===== config.mk =====
export PLATFORM = sky130hd
export DESIGN_NAME = mul_div_sequencer
export DESIGN_NICKNAME = d
export VERILOG_FILES = /design/src/rtl/mul_div_sequencer.sv
export SDC_FILE = /design/constraint.sdc
export NUM_CORES = 1
export LEC_CHECK = 0
export BUFFER_PORTS_ARGS = -buffer_cell sky130_fd_sc_hd__buf_2
export CAP_MARGIN = 10
export CORE_MARGIN = 2
export CORE_UTILIZATION = 50
export DETAILED_ROUTE_END_ITERATION = 10
export HOLD_SLACK_MARGIN = 0.02
export MAX_ROUTING_LAYER = met4
export PLACE_DENSITY = 0.75
export SYNTH_ARGS = -nofsm -noshare
export SYNTH_HDL_FRONTEND = slang
export SYNTH_SLANG_ARGS = --single-unit

===== constraint.sdc =====
create_clock -name clck -period 1.9 [get_ports clck]
set_clock_uncertainty 0.2 [all_clocks]
set_input_delay 0 -clock clck [delete_from_list [all_inputs] [get_ports clck]]
set_output_delay 0 -clock clck [all_outputs]
set_load 0.1 [all_outputs]

===== src/rtl/mul_div_sequencer.sv =====
// Moore FSM sequencing the iterative multiply/divide unit: LOAD, STEPS shift steps, WRITE HI/LO, FIN.
// Optional divide-by-zero trap (LOAD straight to FIN with a DivZeroEx pulse) is enabled by MULDIV_DIVZERO_TRAP_EN.
module mul_div_sequencer #(
  parameter int STEPS = 32,
  parameter int CNT_W = 6
) (
  input  logic       clck,
  input  logic       rst_n,
  input  logic       start,
  input  logic       is_div,
  input  logic       DivZeroOP,
  output logic [1:0] MulCtrl,
  output logic [1:0] DivCtrl,
  output logic       DivMulCtrl,
  output logic       HILOCtrl,
  output logic       busy,
  output logic       done,
  output logic       DivZeroEx
);

  typedef enum logic [2:0] {
    ST_IDLE,
    ST_LOAD,
    ST_STEP,
    ST_WRITE,
    ST_FIN
  } state_e;

  localparam logic [1:0]       CTRL_IDLE = 2'b00;
  localparam logic [1:0]       CTRL_LOAD = 2'b01;
  localparam logic [1:0]       CTRL_STEP = 2'b10;
  localparam logic [CNT_W-1:0] CNT_LAST  = CNT_W'(STEPS - 1);

  state_e             state_q, state_d;
  logic [CNT_W-1:0]   cnt_q, cnt_d;
  logic               op_q, op_d;
  logic               trap_d;

  logic [1:0]         mul_ctrl_q, mul_ctrl_d;
  logic [1:0]         div_ctrl_q, div_ctrl_d;
  logic               div_mul_q, div_mul_d;
  logic               hilo_q, hilo_d;
  logic               busy_q, busy_d;
  logic               done_q, done_d;
  logic               div_zero_q, div_zero_d;
  logic [1:0]         unit_ctrl;

  // NOTE: every always_comb output gets a default first, so no path can leave a latch behind.
  always_comb begin
    state_d = state_q;
    cnt_d   = cnt_q;
    op_d    = op_q;
    trap_d  = 1'b0;
    case (state_q)
      ST_IDLE: begin
        if (start) begin
          op_d    = is_div;
          cnt_d   = '0;
          state_d = ST_LOAD;
        end
      end
      ST_LOAD: begin
        state_d = ST_STEP;
`ifdef MULDIV_DIVZERO_TRAP_EN
        if (op_q && DivZeroOP) begin
          state_d = ST_FIN;
          trap_d  = 1'b1;
        end
`endif
      end
      ST_STEP: begin
        if (cnt_q == CNT_LAST) state_d = ST_WRITE;
        else                   cnt_d   = cnt_q + CNT_W'(1);
      end
      ST_WRITE: state_d = ST_FIN;
      ST_FIN: begin
        if (start) begin
          op_d    = is_div;
          cnt_d   = '0;
          state_d = ST_LOAD;
        end else begin
          state_d = ST_IDLE;
        end
      end
      default: state_d = ST_IDLE;
    endcase
  end

  // Outputs are decoded from the next state so they are registered alongside it.
  always_comb begin
    unit_ctrl = CTRL_IDLE;
    if (state_d == ST_LOAD)      unit_ctrl = CTRL_LOAD;
    else if (state_d == ST_STEP) unit_ctrl = CTRL_STEP;
    mul_ctrl_d = op_d ? CTRL_IDLE : unit_ctrl;
    div_ctrl_d = op_d ? unit_ctrl : CTRL_IDLE;
    div_mul_d  = (state_d != ST_IDLE) && op_d;
    hilo_d     = (state_d == ST_WRITE);
    busy_d     = (state_d == ST_LOAD) || (state_d == ST_STEP) || (state_d == ST_WRITE);
    done_d     = (state_d == ST_FIN);
    div_zero_d = trap_d;
  end

`ifndef MULDIV_DIVZERO_TRAP_EN
  logic unused_div_zero_op;
  assign unused_div_zero_op = DivZeroOP;
`endif

  // NOTE: reset is synchronous here, so it lives inside the clocked branch rather than the sensitivity list.
  always_ff @(negedge clck) begin
    if (!rst_n) begin
      state_q    <= ST_IDLE;
      cnt_q      <= '0;
      op_q       <= 1'b0;
      mul_ctrl_q <= CTRL_IDLE;
      div_ctrl_q <= CTRL_IDLE;
      div_mul_q  <= 1'b0;
      hilo_q     <= 1'b0;
      busy_q     <= 1'b0;
      done_q     <= 1'b0;
      div_zero_q <= 1'b0;
    end else begin
      state_q    <= state_d;
      cnt_q      <= cnt_d;
      op_q       <= op_d;
      mul_ctrl_q <= mul_ctrl_d;
      div_ctrl_q <= div_ctrl_d;
      div_mul_q  <= div_mul_d;
      hilo_q     <= hilo_d;
      busy_q     <= busy_d;
      done_q     <= done_d;
      div_zero_q <= div_zero_d;
    end
  end

  assign MulCtrl    = mul_ctrl_q;
  assign DivCtrl    = div_ctrl_q;
  assign DivMulCtrl = div_mul_q;
  assign HILOCtrl   = hilo_q;
  assign busy       = busy_q;
  assign done       = done_q;
  assign DivZeroEx  = div_zero_q;

endmodule

==> impl_metrics.yaml <==
logic_synthesis:
  synth_seq_cells: 18
  synth_top_family_by_area: "simple AND/OR/NAND/NOR gates"
  muxShareOfSynthArea: 0.0264
  ys_top_cells_by_count: "dfxtp_1, nor2_1, a21oi_1, nand2_1"
  ys_warn_count: 0
  synth_top_area_frac: 0.474
  async_reset_ff_frac: 0
  mappedNetlistArea_um2: 759
  yosys.area_share.simple: 0.254
  synth_xor_area_frac: 0.0115
  synth-compound-area-share: 0.132
  synth_ff_type: "dfxtp_1"
  syn_area_per_cell_um2: 9.26
  synthDistinctLibCells: 30
  synth_nets: 88
  ys_seq_area_frac: 0.474
  yosys.area.top_type: "dfxtp_1"
  synthAdderAreaFrac: 0.0165
  synth-edff-count: 0
  synthTopCellsByArea: "dfxtp_1, nor2_1, buf_6"
  synthCells: 82
  synth.most_common_cell: "dfxtp_1"
drt:
  avgRoutedWirePerCell_um: 11.6
  routed_wl_mm: 1.56
  via_per_inst: 5.04
  drtIter0Drc: 10
  detail-route-antenna-nets: 0
  drt_pass1_iterations: 4
  vias: 676
  drc: 0
sta:
  slew_violations: 0
  finalSetupViolCount: 8
  whs_ns: 0.292
  fin_ws_ns: -0.118
  final-hold-violation-count: 0
  rsz0062_at_grt: "yes"
outcome:
  status: "complete, but fails checks"
  violations: "negative setup slack"
placed_design:
  port-buffer-count: 11
  hpwl_mm: 1.11
  place.gp.congestion: 0.775
  dp_slack_ns: -0.387
setup_path:
  crit_path_max_incr_delay_ns: 0.34
  timing.critical_path.fanout_max: 1
  path_class: "flip-flop to output pin"
  r2r_cells: 6
  critPathTopFamily: "flip-flops"
  worstPathRequired_ns: 1.70
  critPathCaptureType: "output pin"
  path_cells: "buf_12"
  worstSetupStartpointType: "flip-flop"
  crit_buf_inv: 1
  cp.arrival_ns: 1.82
  cp_num_cells: 1
  slowest_stage: "dfxtp_2"
final_layout:
  layout.nets: 126
  multi_input_area_um2: 388
  drive_gt1_frac: 0.356
  finalCoreUtilization: 0.770
  register_area_um2: 370
  n_fill_cell: 99
  syn_to_final_growth_pct: 49.1
  diodes: 0
clocking:
  cts-root-buf: "clkbuf_4"
  cts_hold_buf: 0
  clkSinkCount: 18
  clk_pin_slew_ns: 0.04
  clock_latency_ns: 0.36
  post_cts_buffers: 0
  cts_made_buffers: 3
  tritoncts: "done"
  clock_path_buffers: 2
  htreeDepth: 1
grt:
  grt_max_degree: 11
  grt.total_usage: 0.197
  antenna_found_initial: 0
  globalRouteOverflowTotal: 0
  grt_pass1_wl_mm: 2.65
  grt_pass1_vias: 665
die:
  die_y_um: 43.0
  dieArea_mm2: 0.00185
  io_pins: 14
  rows: 14
  die_x_um: 43.0
  start_util: 0.516
  core_area_mm2: 0.00147
hold_path:
  hold_depth: 2
  hp-class: "flip-flop to flip-flop"
power:
  leakage_uw: 0.000499
  p_total_uw: 960
  powerDensity_mw_per_mm2: 848
  vdd.ir_drop.worst_v: 0.000598
flow_run:
  maxCapViolCount: 0
[cells by family (layout without fill, tap and decap cells)]
family	count (synthesis)	count (layout)
AND/OR/NAND/NOR	35	35
flip-flops	18	18
AO/OA/AOI/OAI	15	15
buffers and inverters	9	45
multiplexers	2	2
adder cells (fa/ha/maj)	1	1
other	1	1
XOR/XNOR	1	1
[tightest hold or removal path, stage by stage (launching register included)]
cell,delay (ns)
dfxtp_1,0.32
o31ai_1,0.06
a21oi_1,0.06
[layer usage]
| layer | wire length (um) | GRT usage | up-vias |
|---|---|---|---|
| met5 | 0 | - | - |
| met4 | 0 | 0.133 | 0 |
| met3 | 77 | 0.0766 | 0 |
| met2 | 752 | 0.276 | 16 |
| met1 | 728 | 0.230 | 301 |
| li1 | - | - | 359 |
[layout make-up]
cell class                      count  area share
Multi-Input combinational cell     55       0.343
Sequential cell                    18       0.327
Timing Repair Buffer               21       0.223
Clock inverter                     18      0.0597
Clock buffer                        3      0.0199
Tap cell                           16      0.0177
Inverter                            3     0.00994
[per-stage QoR]
stage	TNS, ns	area (um^2)	instances
global route	-1.14	1130	134
CTS	-0.989	1100	134
global placement	-2.60	1000	114
finish	-0.818	1130	134
floorplan	-1.14	781	82
detailed placement	-3.04	1000	114
[layout by cell type, fill, tap and decap left out, drive strengths merged, types with 2 or more instances in the layout]
cell type,n
inv,21
buf,21
dfxtp,18
nor2,10
nand2,5
nor3,5
a21oi,5
or3,4
o31ai,4
clkbuf,3
nand3,3
mux2i,2
o21ai,2
or4,2
[what timing repair did]
| item | CTS | global route |
|---|---|---|
| pin swaps | 0 | 1 |
| cloned | 0 | 0 |
| gates resized for setup | 1 | 7 |
| endpoints found under the setup margin | 9 | 12 |
[worst paths after layout]
check	start	endpoint	slack (ns)
worst max-delay path	HILOCtrl$_SDFF_NN0_	HILOCtrl	-0.12
worst min-delay path	cnt_q[4]$_SDFFE_NN0P_	cnt_q[4]$_SDFFE_NN0P_	0.29
worst max register to register	cnt_q[0]$_SDFFE_NN0P_	cnt_q[3]$_SDFFE_NN0P_	0.11
worst min register to register	cnt_q[4]$_SDFFE_NN0P_	cnt_q[4]$_SDFFE_NN0P_	0.29
[flip-flops by register name, indices dropped and copies added, names as in the netlist]
register / cells
cnt_q: 6
state_q: 3
DivCtrl: 2
MulCtrl: 2
DivMulCtrl: 1
HILOCtrl: 1
busy: 1
done: 1
op_q: 1
[where the power goes]
part	total [uW]	internal, uW	switching (uW)
logic	211	84.8	126
registers	423	400	22.7
clock network	327	123	204
No activity file was read; power rests on OpenSTA's default activity.
